**src/rtl/ex_alu_exec.sv**
```systemverilog
// ex_alu_exec: execute stage with ALU, branch/JAL resolution, flush/redirect and a 1-bit-per-cycle shifter
module ex_alu_exec #(
  parameter int XLEN = 32,
  parameter logic [3:0] ALU_OP_ADD = 4'd0,
  parameter logic [3:0] ALU_OP_SUB = 4'd1,
  parameter logic [3:0] ALU_OP_AND = 4'd2,
  parameter logic [3:0] ALU_OP_OR = 4'd3,
  parameter logic [3:0] ALU_OP_XOR = 4'd4,
  parameter logic [3:0] ALU_OP_LT = 4'd5,
  parameter logic [3:0] ALU_OP_JUMP = 4'd6,
  parameter logic [3:0] ALU_OP_SHIFT_LEFT = 4'd7,
  parameter logic [3:0] ALU_OP_SHIFT_RIGHT = 4'd8,
  parameter logic [3:0] ALU_OP_NOPE = 4'd9
) (
  input  logic            clk,
  input  logic            rst_n,
  input  logic            id_valid,
  input  logic [3:0]      ALU_op,
  input  logic [XLEN-1:0] id_operand_a,
  input  logic [XLEN-1:0] id_operand_b,
  input  logic [XLEN-1:0] id_pc,
  input  logic [XLEN-1:0] id_imm,
  input  logic            id_cond_branch,
  input  logic [4:0]      id_rd,
  input  logic            id_reg_write,
  output logic            ex_stall,
  output logic            EX_flush,
  output logic            ex_redirect_valid,
  output logic [XLEN-1:0] ex_redirect_pc,
  output logic            ex_valid,
  output logic [XLEN-1:0] ex_result,
  output logic [4:0]      ex_rd,
  output logic            ex_reg_write
);
  typedef enum logic {IDLE, SHIFT} state_t;
  state_t state_q, state_d;
  logic [4:0] cnt_q, cnt_d, sh_rd_q, sh_rd_d, ex_rd_q, ex_rd_d;
  logic [XLEN-1:0] sh_q, sh_d, sh_next, ex_result_q, ex_result_d, redir_pc_q, redir_pc_d, alu_res;
  logic left_q, left_d, sh_rw_q, sh_rw_d, ex_valid_q, ex_valid_d, ex_reg_write_q, ex_reg_write_d;
  logic redir_valid_q, redir_valid_d;
  logic [1:0] flush_q, flush_d;
  logic live, lt, eq, is_shift, taken, redir;
  assign ex_stall = state_q == SHIFT;
  assign EX_flush = flush_q != 2'd0;
  assign ex_redirect_valid = redir_valid_q;
  assign ex_redirect_pc = redir_pc_q;
  assign ex_valid = ex_valid_q;
  assign ex_result = ex_result_q;
  assign ex_rd = ex_rd_q;
  assign ex_reg_write = ex_reg_write_q;
  assign live = id_valid && !ex_stall && !EX_flush;
  assign lt = $signed(id_operand_a) < $signed(id_operand_b);
  assign eq = id_operand_a == id_operand_b;
  assign is_shift = ALU_op == ALU_OP_SHIFT_LEFT || ALU_op == ALU_OP_SHIFT_RIGHT;
  assign taken = id_cond_branch && ((ALU_op == ALU_OP_LT && lt) || (ALU_op == ALU_OP_SUB && eq));
  assign redir = live && (taken || ALU_op == ALU_OP_JUMP);
  assign sh_next = left_q ? sh_q << 1 : sh_q >> 1;
  assign alu_res = ALU_op == ALU_OP_ADD ? id_operand_a + id_operand_b :
                   ALU_op == ALU_OP_SUB ? id_operand_a - id_operand_b :
                   ALU_op == ALU_OP_AND ? id_operand_a & id_operand_b :
                   ALU_op == ALU_OP_OR ? id_operand_a | id_operand_b :
                   ALU_op == ALU_OP_XOR ? id_operand_a ^ id_operand_b :
                   ALU_op == ALU_OP_LT ? {{(XLEN-1){1'b0}}, lt} :
                   ALU_op == ALU_OP_JUMP ? id_pc + XLEN'(4) :
                   is_shift ? id_operand_a : id_operand_a + id_operand_b;
  always_comb begin
    state_d = state_q;
    cnt_d = cnt_q;
    sh_d = sh_q;
    left_d = left_q;
    sh_rd_d = sh_rd_q;
    sh_rw_d = sh_rw_q;
    ex_valid_d = 1'b0;
    ex_result_d = ex_result_q;
    ex_rd_d = ex_rd_q;
    ex_reg_write_d = 1'b0;
    redir_valid_d = redir;
    redir_pc_d = redir ? id_pc + id_imm : redir_pc_q;
    flush_d = redir ? 2'd2 : flush_q == 2'd0 ? 2'd0 : flush_q - 2'd1;
    if (state_q == SHIFT) begin
      sh_d = sh_next;
      cnt_d = cnt_q - 5'd1;
      if (cnt_q == 5'd1) begin
        state_d = IDLE;
        ex_valid_d = 1'b1;
        ex_result_d = sh_next;
        ex_rd_d = sh_rd_q;
        ex_reg_write_d = sh_rw_q;
      end
    end else if (live && ALU_op != ALU_OP_NOPE) begin
      if (is_shift && id_operand_b[4:0] != 5'd0) begin
        state_d = SHIFT;
        cnt_d = id_operand_b[4:0];
        sh_d = id_operand_a;
        left_d = ALU_op == ALU_OP_SHIFT_LEFT;
        sh_rd_d = id_rd;
        sh_rw_d = id_reg_write;
      end else begin
        ex_valid_d = 1'b1;
        ex_result_d = alu_res;
        ex_rd_d = id_rd;
        ex_reg_write_d = id_reg_write && !id_cond_branch;
      end
    end
  end
  always_ff @(posedge clk) begin
    if (!rst_n) begin
      state_q <= IDLE;
      cnt_q <= '0;
      sh_q <= '0;
      left_q <= 1'b0;
      sh_rd_q <= '0;
      sh_rw_q <= 1'b0;
      ex_valid_q <= 1'b0;
      ex_result_q <= '0;
      ex_rd_q <= '0;
      ex_reg_write_q <= 1'b0;
      redir_valid_q <= 1'b0;
      redir_pc_q <= '0;
      flush_q <= '0;
    end else begin
      state_q <= state_d;
      cnt_q <= cnt_d;
      sh_q <= sh_d;
      left_q <= left_d;
      sh_rd_q <= sh_rd_d;
      sh_rw_q <= sh_rw_d;
      ex_valid_q <= ex_valid_d;
      ex_result_q <= ex_result_d;
      ex_rd_q <= ex_rd_d;
      ex_reg_write_q <= ex_reg_write_d;
      redir_valid_q <= redir_valid_d;
      redir_pc_q <= redir_pc_d;
      flush_q <= flush_d;
    end
  end
endmodule
```
**config.mk**
```make
export PLATFORM = sky130hd
export DESIGN_NAME = ex_alu_exec
export DESIGN_NICKNAME = d
export VERILOG_FILES = /design/src/rtl/ex_alu_exec.sv
export SDC_FILE = /design/constraint.sdc
export NUM_CORES = 1
export LEC_CHECK = 0
export CAP_MARGIN = 20
export CORE_UTILIZATION = 45
export DETAILED_ROUTE_END_ITERATION = 6
export GPL_TIMING_DRIVEN = 0
export MAX_ROUTING_LAYER = met4
export PLACE_DENSITY = 0.69
export SYNTH_ARGS = -nofsm -noshare
export SYNTH_HDL_FRONTEND = slang
export SYNTH_SLANG_ARGS = --single-unit
```
**constraint.sdc**
```tcl
create_clock -name clk -period 4 [get_ports clk]
set_clock_uncertainty 0.1 [all_clocks]
set_input_delay 1.2 -clock clk [delete_from_list [all_inputs] [get_ports clk]]
set_output_delay 1.2 -clock clk [all_outputs]
set_load 0.01 [all_outputs]
```
==> results.yml, run 1 <==
yosys:
  synth_top_cell_by_area: "dfxtp_1"
  synth.top_cell.area_share_pct: 17.7
  synth_area_leaders: "dfxtp_1 (18%), ha_1 (12%), a21oi_1 (6.5%)"
  synth_most_common_cell: "a21oi_1"
  syn_nets: 2091
  async_flop_share_pct: 0
  ys_types: 88
  synth_ff_type: "dfxtp_1"
  syn_area_sq_um: 13500
  ys_seq_area_share_pct: 17.7
  avgSynthCellArea_sq_um: 7.43
  synth_cells: 1816
  yosys-top-cells-count: "a21oi_1 (176), nand2_1 (175), nor2_1 (141), ha_1 (130), dfxtp_1 (119)"
  synth_warnings: 0
  synth.ff_latch_count: 119
  synth_edf_count: 0
power:
  switching_share_pct: 37.9
  power_frac_comb_pct: 44.6
  internal_power_uw: 3460
  pwr-share-clk_pct: 32.0
  p_seq_share_pct: 23.4
  p_sw_uw: 2120
  ir_drop_v: 0.000278
  leakagePower_uw: 0.00748
  powerDensity_nw_per_um2: 297
worst_setup_path:
  crit_chain: "clkdlybuf4s50_1 > clkbuf_2 > clkbuf_2 > buf_2 > clkbuf_2 > o211ai_1 > o211ai_1 > nand4_1 > a31oi_1"
  regToRegSetupSlack_ns: 1.18
  start_kind: "primary input"
  cpMostUsedCell: "clkbuf_2"
  worstReg2RegEnd: "cnt_q[0]$_SDFFE_PN0P_"
  cp_max_fo: 10
  cpMaxStageDelayCell: "clkdlybuf4s50_1"
  r2r-start: "flush_q[0]$_SDFF_PP0_"
  cp_data_required_time_ns: 4.27
  worstSetupEndpointType: "flip-flop"
  rr_worst_depth: 8
  cp.arrival_ns: 4.42
  critPathMaxStageDelay_ns: 0.63
  critical_path_class: "in2reg"
floorplanning:
  core_area_sq_um: 29600
  die_area_sq_um: 30700
  die_y_microns: 175
  initial_core_util_pct: 45.7
  core.rowCount: 63
  fp.dieW_microns: 175
  io_pins: 216
placement:
  globalplace.congestion: 1.17
  place_ws_ns: -1.83
  dp_hpwl_mm: 53.9
  dp.cells: 2420
  io_buffer_count: 214
  dpl_cell_area_sq_um: 16100
detailed_routing:
  viasPerCell: 6.57
  wl_per_cell_microns: 28.1
  drc: 0
  drt_wl_total_mm: 71.3
  drt-initial-drc-count: 2205
  ant_nets: 0
  vias: 16665
  firstDrtPassIters: 6
timing:
  worst_pin_slew_ns: 1.04
  maxSlewViolCount: 0
  final.setup.worst_slack_ns: -0.147
  post-route-min-period_ns: 4.15
  setup_viol: 9
  min_period_over_period_pct: 104
  tns_ns: -0.473
  hold_viol: 0
  rsz0062_at_grt: "true"
  max-slew-margin-rel_pct: 30.3
  max_freq_ghz: 0.241
hold_path:
  whs_path_depth: 1
  holdPathEnd: "flush_q[0]$_SDFF_PP0_"
  holdCritStartpoint: "flush_q[0]$_SDFF_PP0_"
  hold_path_class: "reg2reg"
finish:
  instances_no_fill: 2538
  syn2layout_area_growth_pct: 39.4
  final_util_pct: 63.6
  drive_above_1_share_pct: 21.8
  nets: 2403
  final_area_sq_um: 18800
global_route:
  grt_start_max_net_pins: 17
  track_usage_pct: 46.8
  grt_pass1_vias: 15936
  antenna_found_initial: 7
  grt.overflow.total: 0
  grt_pass1_wl_mm: 102
clocking:
  cts_root_buffer: "clkbuf_16"
  cts.sinks: 119
  insertion_delay_ns: 0.45
  cts_made_buffers: 17
  clockBufferDepth: 2
  clkTransAtPathRegs_ns: 0.06
  htreeDepth: 4
  cts_tree: "built"
run_status:
  violations: "negative setup slack"
  status: "finished, violations left"
run:
  drv_cap: 0
-- layer usage --
layer,vias up,global-route usage [%],wire length (microns)
met5,-,-,0
met4,0,38.7,7060
met2,1270,71.2,31100
met3,379,9.75,7220
li1,7240,-,-
met1,7776,52.7,25900
-- cell usage in the layout (no fill, tap or decap), types with 20 or more instances in the layout --
| cell type | synthesis | final |
|---|---|---|
| clkbuf_2 | 0 | 44 |
| clkdlybuf4s50_1 | 0 | 159 |
| xnor2_1 | 80 | 70 |
| inv_1 | 104 | 65 |
| buf_4 | 7 | 81 |
| o211ai_1 | 20 | 20 |
| nor2b_1 | 49 | 46 |
| a21oi_1 | 176 | 163 |
| ha_4 | 0 | 22 |
| nand3_1 | 36 | 33 |
| buf_2 | 15 | 21 |
| ha_1 | 130 | 101 |
| xor2_1 | 29 | 29 |
| nor2_1 | 141 | 120 |
| nor3_1 | 29 | 25 |
| o21ai_0 | 117 | 109 |
| a21o_1 | 52 | 52 |
| clkbuf_1 | 83 | 44 |
| nand2_1 | 175 | 171 |
| mux2i_1 | 45 | 44 |
| mux2_2 | 32 | 32 |
| inv_2 | 2 | 30 |
| dfxtp_1 | 119 | 119 |
| a21boi_0 | 34 | 34 |
-- sequential cells by signal, summed over array words and instances (netlist names) --
| register | cells |
|---|---|
| sh_rd_q | 5 |
| sh_q | 32 |
| ex_result | 32 |
| sh_rw_q | 1 |
| cnt_q | 5 |
| ex_redirect_valid | 1 |
| ex_reg_write | 1 |
| ex_rd | 5 |
| ex_stall | 1 |
| ex_valid | 1 |
| left_q | 1 |
| ex_redirect_pc | 32 |
| flush_q | 2 |
-- cells by family after synthesis --
group,after synthesis,synth area share (%)
AOI/OAI and AO/OA,643,32.3
xor gates and xnor gates,109,7.07
adders and majority gates,133,12.5
buffers and inverters,224,6.84
DFF,119,17.7
muxes,77,6.01
and+or+nand+nor,511,17.6
-- power groups by stage --
stage / clock, uW / combinational, uW / sequential (uW)
detailed placement: 0 / 2010 / 1330
CTS: 1790 / 2270 / 1300
floorplan: 0 / 1160 / 1340
global placement: 0 / 1990 / 1330
global route: 1820 / 2590 / 1310
finish: 1790 / 2490 / 1310
-- through the flow --
| stage | hold WS (ns) | total power [uW] |
|---|---|---|
| 4_1_cts | 0.352 | 5360 |
| 2_1_floorplan | 0.304 | 2500 |
| 5_1_grt | 0.386 | 5720 |
| 3_3_place_gp | 0.313 | 3320 |
| 6_report | 0.358 | 5580 |
| 3_5_place_dp | 0.324 | 3330 |
-- area by class of cell --
| class | instances | area (sq um) |
|---|---|---|
| multi-input cells | 1473 | 11400 |
| flip-flops and latches | 119 | 2380 |
| well taps | 390 | 488 |
| diodes | 8 | 20.0 |
| fillers | 2637 | 10800 |
| plain buffers | 110 | 652 |
| clock buffers | 19 | 443 |
| clock inverters | 12 | 224 |
| inverters | 108 | 445 |
| repair buffers | 299 | 2750 |
-- worst max-delay path, delay by kind of cell --
kind | cells | cell delay (ns)
buffers and inverters | 5 | 2.22
AOI/OAI and AO/OA | 3 | 0.64
and+or+nand+nor | 1 | 0.35
-- worst max path at each step --
stage | from | to | cells past startpoint
after floorplan | id_operand_a[0] | ex_redirect_pc[10]$_SDFFE_PN0P_ | 14
after global placement | id_operand_a[18] | ex_redirect_pc[31]$_SDFFE_PN0P_ | 16
after detailed placement | id_operand_a[18] | ex_redirect_pc[31]$_SDFFE_PN0P_ | 16
after CTS | id_operand_a[5] | ex_redirect_pc[21]$_SDFFE_PN0P_ | 17
after global routing | id_operand_b[13] | ex_result[28]$_SDFFE_PN0P_ | 15
final | ALU_op[1] | ex_result[24]$_SDFFE_PN0P_ | 9
-- timing repair --
item                       in CTS  in global routing
buffers inserted               52                 31
hold buffers                    0                  0
setup endpoints to repair     112                 95
pin swaps                      53                 48
cloned                          1                  1
hold endpoints to repair        0                  0
gates resized for setup       334                177
Power figures use the tool's default switching activity.
==> run 2: changes to the inputs <==
--- a/config.mk
+++ b/config.mk
@@ -10,7 +10,7 @@
 export DETAILED_ROUTE_END_ITERATION = 6
 export GPL_TIMING_DRIVEN = 0
 export MAX_ROUTING_LAYER = met4
-export PLACE_DENSITY = 0.69
+export PLACE_DENSITY = 0.66
 export SYNTH_ARGS = -nofsm -noshare
 export SYNTH_HDL_FRONTEND = slang
 export SYNTH_SLANG_ARGS = --single-unit
==> constraint.sdc (replaced) <==
create_clock -name clk -period 3.9 [get_ports clk]
set_clock_uncertainty 0.1 [all_clocks]
set_input_delay 1.17 -clock clk [delete_from_list [all_inputs] [get_ports clk]]
set_output_delay 1.17 -clock clk [all_outputs]
set_load 0.01 [all_outputs]
==> run 2 against run 1 <==
Via count shrank 0.23%. Design area grew 0.33%. Largest power group unchanged. Register-to-register slack lost 0.18 ns. Clock power is essentially flat. Wire length grew 0.52%. Cell count shrank 0.20%. The flow finishes with violations (design-rule violations, negative setup slack). Non-clock buffer count is the same. Highest routed layer unchanged. Setup slack gained 0.062 ns. Sequential share of layout area is essentially flat. Critical path depth grew 5. First-iteration DRC count shrank 14%.
==> results.yml, run 2 (synthesized netlist as in run 1, its figures left out) <==
run_status:
  status: "finished, violations left"
  violations: "design-rule violations, negative setup slack"
hold_path:
  whs_path_depth: 1
  hold_path_class: "reg2reg"
timing:
  rsz0062_at_grt: "true"
  max-slew-margin-rel_pct: 28.0
  setup_viol: 14
  final.setup.worst_slack_ns: -0.0850
  maxSlewViolCount: 0
  max_freq_ghz: 0.251
  worst_pin_slew_ns: 1.08
  post-route-min-period_ns: 3.98
  min_period_over_period_pct: 102
  hold_viol: 0
finish:
  nets: 2403
  drive_above_1_share_pct: 22.1
  n_fill_cell: 2628
  final_cell_mix: "nand2_1 (167), a21oi_1 (161), clkdlybuf4s50_1 (152), dfxtp_1 (119), nor2_1 (118)"
  final_common_cell: "nand2_1"
  syn2layout_area_growth_pct: 39.9
detailed_routing:
  wl_per_cell_microns: 28.3
  drc: 8
  ant_nets: 0
  firstDrtPassIters: 7
  drt_wl_total_mm: 71.7
  drt-initial-drc-count: 1905
  viasPerCell: 6.56
  vias: 16626
global_route:
  grt_pass1_vias: 15738
  antenna_found_initial: 2
  use_met3_pct: 8.94
  grt_use_met1_pct: 52.5
  grt.busiest_layer: "met2"
  grt_pass1_wl_mm: 100
  grt.overflow.total: 0
  globalRouteMet2Util_pct: 70.3
  track_usage_pct: 46.0
  grt_start_max_net_pins: 17
placement:
  place_ws_ns: -2.06
  io_buffer_count: 214
  globalplace.congestion: 1.08
  dp_hpwl_mm: 53.8
floorplanning:
  io_pins: 216
  fp.dieW_microns: 175
  die_area_sq_um: 30700
  initial_core_util_pct: 45.7
  core.rowCount: 63
  core_area_sq_um: 29600
  die_y_microns: 175
clocking:
  cts_root_buffer: "clkbuf_16"
  clockBufferDepth: 2
  cts_tree: "built"
  cts_made_buffers: 17
  insertion_delay_ns: 0.44
  htreeDepth: 4
  clkTransAtPathRegs_ns: 0.06
  cts.sinks: 119
  holdBufCountCts: 0
worst_setup_path:
  crit_chain: "clkbuf_2 > ha_4 > fa_2 > a211oi_4 > o21ai_4 > nand4_1 > buf_4 > nand3_1 > a21oi_2 > o21a_1 > xnor2_1 > o21ai_0 > a221oi_2 > o21ai_1"
  cpMaxStageDelayCell: "a221oi_2"
  start_kind: "primary input"
  worstSetupEndpointType: "flip-flop"
  cp.arrival_ns: 4.19
  cp_num_cells: 14
  critical_path_class: "in2reg"
  critPathBufInv: 2
  cp_top_family: "compound AO/OA/AOI/OAI gates"
  rr_worst_depth: 8
  critPathMaxStageDelay_ns: 0.52
  cp_max_fo: 4
  cp_data_required_time_ns: 4.10
power:
  powerDensity_nw_per_um2: 300
  leakagePower_uw: 0.00758
  finalPower_uw: 5670
  ir_drop_v: 0.000243
run:
  drv_cap: 0
run 2: layout make-up:
type                            instances  area (sq um)  area share, %
Antenna cell                            2          5.00         0.0265
Buffer                                110           681           3.61
Clock buffer                           19           443           2.35
Clock inverter                         13           193           1.02
Inverter                              108           438           2.32
Multi-Input combinational cell       1473         11500           60.9
Sequential cell                       119          2380           12.6
Tap cell                              390           488           2.59
Timing Repair Buffer                  299          2740           14.5
run 2: worst paths after layout:
kind | startpoint | endpoint | slack [ns]
setup / recovery | id_operand_b[0] | ex_result[20]$_SDFFE_PN0P_ | -0.08
hold / removal | flush_q[0]$_SDFF_PP0_ | flush_q[0]$_SDFF_PP0_ | 0.33
setup reg to reg | flush_q[0]$_SDFF_PP0_ | ex_result[7]$_SDFFE_PN0P_ | 1.00
hold reg to reg | flush_q[0]$_SDFF_PP0_ | flush_q[0]$_SDFF_PP0_ | 0.33
run 2: through the flow:
step | instance area (sq um) | hold WS, ns | util (%) | std cells | setup TNS (ns)
2_1_floorplan | 13500 | 0.304 | - | 1816 | 0
3_3_place_gp | 16100 | 0.314 | 54.5 | 2420 | -144.43
3_5_place_dp | 16100 | 0.328 | 54.5 | 2420 | -146.10
4_1_cts | 17900 | 0.334 | 60.6 | 2481 | -3.92
5_1_grt | 18900 | 0.364 | 63.8 | 2533 | -1.68
6_report | 18900 | 0.329 | 63.8 | 2533 | -0.252
run 2: repair_timing:
item,4_1_cts,5_1_grt
gates resized for setup,286,257
setup endpoints to repair,116,80
buffers inserted,31,53
pin swaps,39,71
cloned,1,1
run 2: routing by layer:
metal	wire, microns	up-vias
li1	-	7213
met1	26300	7893
met2	31600	1185
met3	7160	335
met4	6600	0
met5	0	-
run 2: power breakdown:
part           internal (uW)  total [uW]  switching, uW
Clock                   1100        1770            678
Sequential              1290        1340           52.2
Combinational           1060        2560           1500
